`src/rtl/mux_nto1_scan.sv`:
```
// mux_nto1_scan: registered N-to-1 channel multiplexer with a direct-select
// mode and a round-robin auto-scan mode over a channel mask. Every output word
// is tagged with its channel index (out_ch) and with a start-of-sweep marker
// (frame), so the block can serialise channels onto a single lane.
module mux_nto1_scan #(
  parameter int N_IN  = 16,
  parameter int WIDTH = 1,
  parameter int SEL_W = $clog2(N_IN)
) (
  input  logic                    clk,
  input  logic                    rst,
  input  logic [N_IN*WIDTH-1:0]   in,
  input  logic [SEL_W-1:0]        sel,
  input  logic                    mode,
  input  logic                    en,
  input  logic [N_IN-1:0]         ch_mask,
  output logic [WIDTH-1:0]        out,
  output logic [SEL_W-1:0]        out_ch,
  output logic                    out_valid,
  output logic                    frame,
  output logic                    sel_err
);

  // Scan position following the channel just emitted. Wraps at N_IN rather
  // than at 2**SEL_W, so the pointer never names a channel that does not exist.
  function automatic logic [SEL_W-1:0] next_ptr(input logic [SEL_W-1:0] c);
    if (int'(c) == N_IN - 1)
      return '0;
    else
      return c + 1'b1;
  endfunction

  logic [WIDTH-1:0] chan [N_IN];
  logic             mode_q;
  logic [SEL_W-1:0] ptr;
  logic [SEL_W-1:0] start;
  logic             hi_found;
  logic [SEL_W-1:0] hi_idx;
  logic             any_found;
  logic [SEL_W-1:0] any_idx;
  logic [SEL_W-1:0] scan_ch;
  logic             sel_ok;

  // Unpack the flat input bus into per-channel words.
  for (genvar k = 0; k < N_IN; k++) begin : g_chan
    assign chan[k] = in[k*WIDTH +: WIDTH];
  end

  // Rotating priority search. The lowest enabled channel at or above the
  // start point wins; if there is none, the sweep wraps to the lowest
  // enabled channel overall (necessarily below the start point).
  always_comb begin
    start     = mode_q ? ptr : '0;
    hi_found  = 1'b0;
    hi_idx    = '0;
    any_found = 1'b0;
    any_idx   = '0;
    for (int k = N_IN - 1; k >= 0; k--) begin
      if (ch_mask[k]) begin
        any_found = 1'b1;
        any_idx   = SEL_W'(k);
        if (k >= int'(start)) begin
          hi_found = 1'b1;
          hi_idx   = SEL_W'(k);
        end
      end
    end
    scan_ch = hi_found ? hi_idx : any_idx;
    sel_ok  = (int'(sel) < N_IN);
  end

  // Output register: direct select or one scan step per enabled cycle.
  // The status strobes are single-cycle and drop whenever nothing new is emitted.
  always_ff @(posedge clk or posedge rst) begin
    if (rst) begin
      out       <= '0;
      out_ch    <= '0;
      out_valid <= 1'b0;
      frame     <= 1'b0;
      sel_err   <= 1'b0;
      ptr       <= '0;
      mode_q    <= 1'b0;
    end else begin
      mode_q    <= mode;
      out_valid <= 1'b0;
      frame     <= 1'b0;
      sel_err   <= 1'b0;
      if (en) begin
        if (!mode) begin
          out_ch <= sel;
          if (sel_ok) begin
            out       <= chan[sel];
            out_valid <= 1'b1;
          end else begin
            out     <= '0;
            sel_err <= 1'b1;
          end
        end else if (any_found) begin
          out       <= chan[scan_ch];
          out_ch    <= scan_ch;
          out_valid <= 1'b1;
          frame     <= !mode_q || (scan_ch <= out_ch);
          ptr       <= next_ptr(scan_ch);
        end
      end
    end
  end

endmodule

```
`config.mk`:
```
export PLATFORM = sky130hd
export DESIGN_NAME = mux_nto1_scan
export DESIGN_NICKNAME = d
export VERILOG_FILES = /design/src/rtl/mux_nto1_scan.sv
export SDC_FILE = /design/constraint.sdc
export NUM_CORES = 1
export LEC_CHECK = 0
export BUFFER_PORTS_ARGS = -buffer_cell sky130_fd_sc_hd__buf_2
export CAP_MARGIN = 30
export CORE_UTILIZATION = 50
export CTS_CLUSTER_SIZE = 10
export DETAILED_ROUTE_END_ITERATION = 10
export PLACE_DENSITY_LB_ADDON = 0.12
export SLEW_MARGIN = 20
export SYNTH_ARGS = -nofsm -noshare
export SYNTH_HDL_FRONTEND = slang
export SYNTH_SLANG_ARGS = --single-unit
```
`constraint.sdc`:
```
create_clock -name clk -period 6.5 [get_ports clk]
set_clock_uncertainty 0.2 [all_clocks]
set_input_delay 0.65 -clock clk [delete_from_list [all_inputs] [get_ports clk]]
set_output_delay 0.65 -clock clk [all_outputs]
set_load 0.02 [all_outputs]
```
# Yosys cells after proc, flatten, opt, wreduce, memory -nomap -nowiden
# Cells that the tools add are included.
classes:
  addsub: 1
  mul: 0
  n_div: 0
  order_cmp: 18
  n_eq_ne: 2
  shifts: 0
  n_mux: 111
  bitwise: 2
  n_reduce_logical: 4
op_table:
  columns: ["cell", "n"]
  rows:
  - ["$mux 4", 51]
  - ["$mux 1", 58]
  - ["$ge 4x4->1 const A", 7]
  - ["$ge 3x4->1 const A", 4]
  - ["$ge 5x5->1 const B", 2]
  - ["$not 4->5", 2]
  - ["$bmux 1 s4", 2]
  - ["$ge 1x4->1 const A", 2]
  - ["$ge 2x4->1 const A", 2]
  - ["$add 4x1->4 const B", 1]
  - ["$eq 4x1->1 const B", 1]
  - ["$le 4x4->1", 1]
  - ["$reduce_and 3->1", 1]
  - ["$ne 2x1->1 const B", 1]
  - ["$reduce_and 2->1", 1]
  - ["$logic_not 1->1", 1]
  - ["$logic_or 1x1->1", 1]
totals:
  reg_bits: 12
  latch_bits: 0
  mem_bits_rw: 0
  romBits: 0
  inputBits: 40
  out_inout_bits: 8
  elab_cells: 144
  mem_count: 0

# Depth between registers and ports, before layout
depth:
  depth_word: 39
  mapped_depth: 15
  mapped_depth_nobuf: 13

# Worst setup path after synthesis
# No wires, ideal clock.
synth_timing:
  kind: "input to register"
  startpoint: "input ch_mask[10]"
  endpoint: "register frame"
  setup_ns: 0.065
  arrival_time_ns: 2.832
  required_ns: 6.235
  path_slack_ns: 3.403
  stages: 13
  path_buffers: 1
  path_cell_list: "clkbuf_1 -> o21ai_0 -> a21oi_1 -> a2bb2oi_1 -> a21oi_2 -> o21a_2 -> inv_1 -> ha_1 -> nor2b_1 -> o21ai_0 -> nand2b_1 -> a21oi_1 -> o21a_1"
synth_between:
  elab_chain_cells: 27
  elab_cells_between_ends: 70
  classes_between: "order compare (1); mux (68); reduce/logical (1)"
synth_lines:
  columns: ["item", "line_no", "source"]
  rows:
  - ["from (decl)", "16", "input logic [N_IN-1:0] ch_mask,"]
  - ["$mux 4 / $mux 1 (equally long branches)", "59", "if (ch_mask[k]) begin"]
  - ["$mux 4 / $mux 1 (equally long branches)", "62", "if (k >= int'(start)) begin"]
  - ["$mux 4 / $mux 1 (equally long branches)", "59", null]
  - ["$mux 4 / $mux 1 (equally long branches)", "62", null]
  - ["$mux 4 / $mux 1 (equally long branches)", "59", null]
  - ["$mux 4 / $mux 1 (equally long branches)", "62", null]
  - ["$mux 4 / $mux 1 (equally long branches)", "59", null]
  - ["$mux 4 / $mux 1 (equally long branches)", "62", null]
  - ["[11 not listed]", null, null]
  - ["$mux 4 / $mux 1 (equally long branches)", "62", null]
  - ["$mux 4 / $mux 1 (equally long branches)", "59", null]
  - ["$mux 4", "68", "scan_ch = hi_found ? hi_idx : any_idx;"]
  - ["$le 4x4->1", "102", "frame <= !mode_q || (scan_ch <= out_ch);"]
  - ["$logic_or 1x1->1", "102", null]
  - ["$mux 1 *", "98", "end else if (any_found) begin"]
  - ["$mux 1 *", "89", "if (!mode) begin"]
  - ["$mux 1 *", "88", "if (en) begin"]
  - ["to (signal assigned)", "102", null]
  - ["to (decl)", "20", "output logic frame,"]
# Every way passes the cells marked *; elsewhere a longest branch is shown, timed or not.
# A chain may end at the register's enable or synchronous reset.

# Worst setup path after layout
layout_timing:
  startpoint: "register mode_q"
  endpoint: "register frame"
layout_between:
  elab_chain_cells: 38
  elab_cells_between_ends: 83
  classes_between: "order compare (16); mux (65); reduce/logical (2)"
layout_lines:
  columns: ["item", "line_no", "source"]
  rows:
  - ["from (decl)", "34", "logic mode_q;"]
  - ["from (signal assigned)", "84", "mode_q <= mode;"]
  - ["$mux 4", "53", "start = mode_q ? ptr : '0;"]
  - ["$ge 4x4->1", "62", null]
  - ["$mux 4 / $mux 1 (equally long branches)", "62", null]
  - ["$mux 4 / $mux 1 (equally long branches)", "59", null]
  - ["$mux 4 / $mux 1 (equally long branches)", "62", null]
  - ["$mux 4 / $mux 1 (equally long branches)", "59", null]
  - ["$mux 4 / $mux 1 (equally long branches)", "62", null]
  - ["$mux 4 / $mux 1 (equally long branches)", "59", null]
  - ["[22 not listed]", null, null]
  - ["$mux 4 / $mux 1 (equally long branches)", "62", null]
  - ["$mux 4 / $mux 1 (equally long branches)", "59", null]
  - ["$mux 4", "68", null]
  - ["$le 4x4->1", "102", null]
  - ["$logic_or 1x1->1 *", "102", null]
  - ["$mux 1 *", "98", null]
  - ["$mux 1 *", "89", null]
  - ["$mux 1 *", "88", null]
# Marks and branches as above.

==> metrics.txt <==
status completed; Setup Buffers After CTS 0; Max stage delay on crit path 670 ps; Yosys top cell area share 15.9%; final critical path time including I/O delays and setup 3440 ps; total power per unit cell area 227 nW/um^2; maximum level of the CTS H-tree 1; layout cell share with drive strength beyond 1 24.6%; yosys warns 0; Die Y 63.4 um; per-cell routed wire length 15.2 um; top fanout value on the critical path 17; # resized after CTS 0; worst IR drop on VDD 79.5 uV; Min-Delay Path Class input pin to async pin; Overall Power 0.487 mW; Placed Instances 331; Sum Neg Setup Slack 0 ps; Max Clk Rate 291 MHz; start point of the critical path mode_q; antenna diode count 0; count of nets after finishing 335; core area 3470 um^2; mean number of vias per cell 6.11; grt ovf 0; max_cap viols 0; first-pass iteration count of the detailed router 5; Mean Syn Cell Area 7.41 um^2; Top FF cell, synth sky130_fd_sc_hd__dfrtp_1; relative max-transition margin 57.7%; number of antenna violations at the first check in global routing 0; setup slack at placement 3130 ps; initial drt markers 127; number of port buffers 46; Final setup viols 0; worst hold margin 201 ps; total via count in the routed design 2048; standard-cell row count 21; final routed wirelength across all metal layers 5100 um; most common cell after layout, fill and taps aside sky130_fd_sc_hd__buf_2; final max-slew violation count 0; CP max-delay cell sky130_fd_sc_hd__dfrtp_1; commonest cells after routing, fill and taps aside sky130_fd_sc_hd__buf_2, sky130_fd_sc_hd__nand2_1, sky130_fd_sc_hd__inv_1, sky130_fd_sc_hd__nor2_1, sky130_fd_sc_hd__o21ai_0; Synth Register Bits 12; Setup WS post-layout 3060 ps; number of synthesized flops with an enable pin 0; count of pins on the block boundary 48; CTS buffer count 3; clock transition at the registers of the reported paths 60 ps; worst endpoint data arrival time 3420 ps; clock network latency to the later pin of the worst-skew pair 240 ps; number of antenna-violating nets in the routed design 0; clock tree buffer depth 2; number of standard cells after synthesis 254; critical path startpoint category flip-flop; die width 63.4 um; layout-stage area growth over the synthesis result 13.6%; total of hold buffers inserted after clock tree synthesis 0; critical register-to-register path startpoint mode_q; worst setup path class flip-flop to flip-flop; number of endpoints with negative hold slack in the final report 0; HPWL Detailed 4090 um; total number of clock tree sinks 12; Worst Tran Pin Value 629 ps; final standard cell count with taps included and fillers excluded 335; starting density of the core 54.3%; area of the die 4020 um^2; Lkg Pwr 0.948 nW; gr usage total 26.3%; unique cell type count in the Yosys netlist 67; largest area contributor in the netlist sky130_fd_sc_hd__dfrtp_1; data required time at the worst endpoint 6480 ps; cell repeated most along the worst path sky130_fd_sc_hd__o21ai_0; wire length of the first global-routing pass 8520 um; critical path endpoint category flip-flop; clock tree from TritonCTS built; cells traversed along the worst timing path nand2_1 > o21ai_0 > nand3b_1 > a31o_2 > a21oi_2 > o21a_2 > inv_1 > ha_1 > nor2b_1 > o21ai_0 > nand2b_1 > a21oi_1 > o21a_1; Post-Syn Area 1880 um^2; share of the clock period used by the worst path 52.9%; part of the Yosys area used for sequential elements 15.9%; RSZ-0062 raised after global routing false; number of global-route vias before repair 1866; share of flip-flops with an asynchronous set or reset 100%; syn_nets 299; clock tree root buffer cell sky130_fd_sc_hd__clkbuf_8; ranking of synthesized cells by area sky130_fd_sc_hd__dfrtp_1, sky130_fd_sc_hd__mux4_2, sky130_fd_sc_hd__nand2_1; # fillers 360; placer congestion estimate 0.880; largest net degree at the start of global routing 21; count of unresolved DRC violations after routing 0; r2r worst-path depth 13
==> per-stage QoR <==
step | utilization (%) | cell area [um^2]
after floorplan | - | 1880
after global placement | 60.1 | 2080
after detailed placement | 60.1 | 2080
after CTS | 61.7 | 2140
after global routing | 61.7 | 2140
final | 61.7 | 2140
==> state kept, by name, indices dropped and copies added (netlist names) <==
name and cells:
out_ch 4, ptr 4, out 1, out_valid 1, mode_q 1, frame 1
==> metal layers <==
metal  wire [um]  part of all wire (%)  vias up  GRT usage (%)
li1            -                     -     1034              -
met3         211                   4.1       10           1.63
met1        2430                    48      943           38.0
met5           0                     0        -              0
met4          83                   1.6        0           8.24
met2        2370                    47       61           41.4
==> synthesized netlist by cell type (3+ instances only) <==
master,instances
sky130_fd_sc_hd__o21ai_1,4
sky130_fd_sc_hd__a211oi_1,7
sky130_fd_sc_hd__nand3_1,6
sky130_fd_sc_hd__o21ai_0,15
sky130_fd_sc_hd__a311oi_1,4
sky130_fd_sc_hd__clkbuf_1,4
sky130_fd_sc_hd__o221ai_1,5
sky130_fd_sc_hd__nor3_1,6
sky130_fd_sc_hd__a31oi_1,5
sky130_fd_sc_hd__and2_1,5
sky130_fd_sc_hd__a21oi_1,14
sky130_fd_sc_hd__nand2_1,25
sky130_fd_sc_hd__inv_1,21
sky130_fd_sc_hd__a21o_1,6
sky130_fd_sc_hd__a21boi_0,3
sky130_fd_sc_hd__nor2b_1,4
sky130_fd_sc_hd__buf_2,6
sky130_fd_sc_hd__ha_1,5
sky130_fd_sc_hd__o2111ai_1,4
sky130_fd_sc_hd__o21a_1,3
sky130_fd_sc_hd__and3_1,3
sky130_fd_sc_hd__nor4_1,3
sky130_fd_sc_hd__nand2b_1,8
sky130_fd_sc_hd__nor2_1,16
sky130_fd_sc_hd__dfrtp_1,12
sky130_fd_sc_hd__mux4_2,5
sky130_fd_sc_hd__o211ai_1,6
==> power by group <==
group          switching [mW]  internal (mW)
logic                   0.150          0.115
clock network          0.0290         0.0536
registers              0.0491         0.0896
==> critical path: cells and delay by family (launching register included) <==
kind | cells | cell delay [ps]
AOI/OAI and AO/OA | 7 | 1490
DFF | 1 | 670
and+or+nand+nor | 4 | 620
adders and majority gates | 1 | 290
buffers and inverters | 1 | 100
==> final cells by class <==
class / instances / area [um^2] / share of cell area (%)
clock buffer: 4 / 55.1 / 2.57
inverter: 23 / 88.8 / 4.15
multi-input combinational: 204 / 1410 / 65.8
sequential: 12 / 300 / 14.0
tap: 46 / 57.6 / 2.69
timing repair buffer: 46 / 230 / 10.8
==> worst paths after layout <==
| path | end | slack [ps] |
|---|---|---|
| min in group clk | out_ch[2] | 300 |
| worst min-delay path | ptr[3] | 200 |
| max in group asynchronous | ptr[2] | 5590 |
| worst max-delay path | frame | 3060 |
| worst min register to register | out_ch[2] | 300 |
| worst max register to register | frame | 3060 |
==> logic make-up after synthesis <==
group	count (synthesis)	share of synthesized area (%)
flip-flops	12	15.9
adder cells (fa/ha/maj)	5	3.32
XOR/XNOR	1	0.465
AND/OR/NAND/NOR	91	26.0
other	1	0.199
AO/OA/AOI/OAI	97	36.5
multiplexers	9	8.24
buffers and inverters	38	9.30
Power figures use the tool's default switching activity.
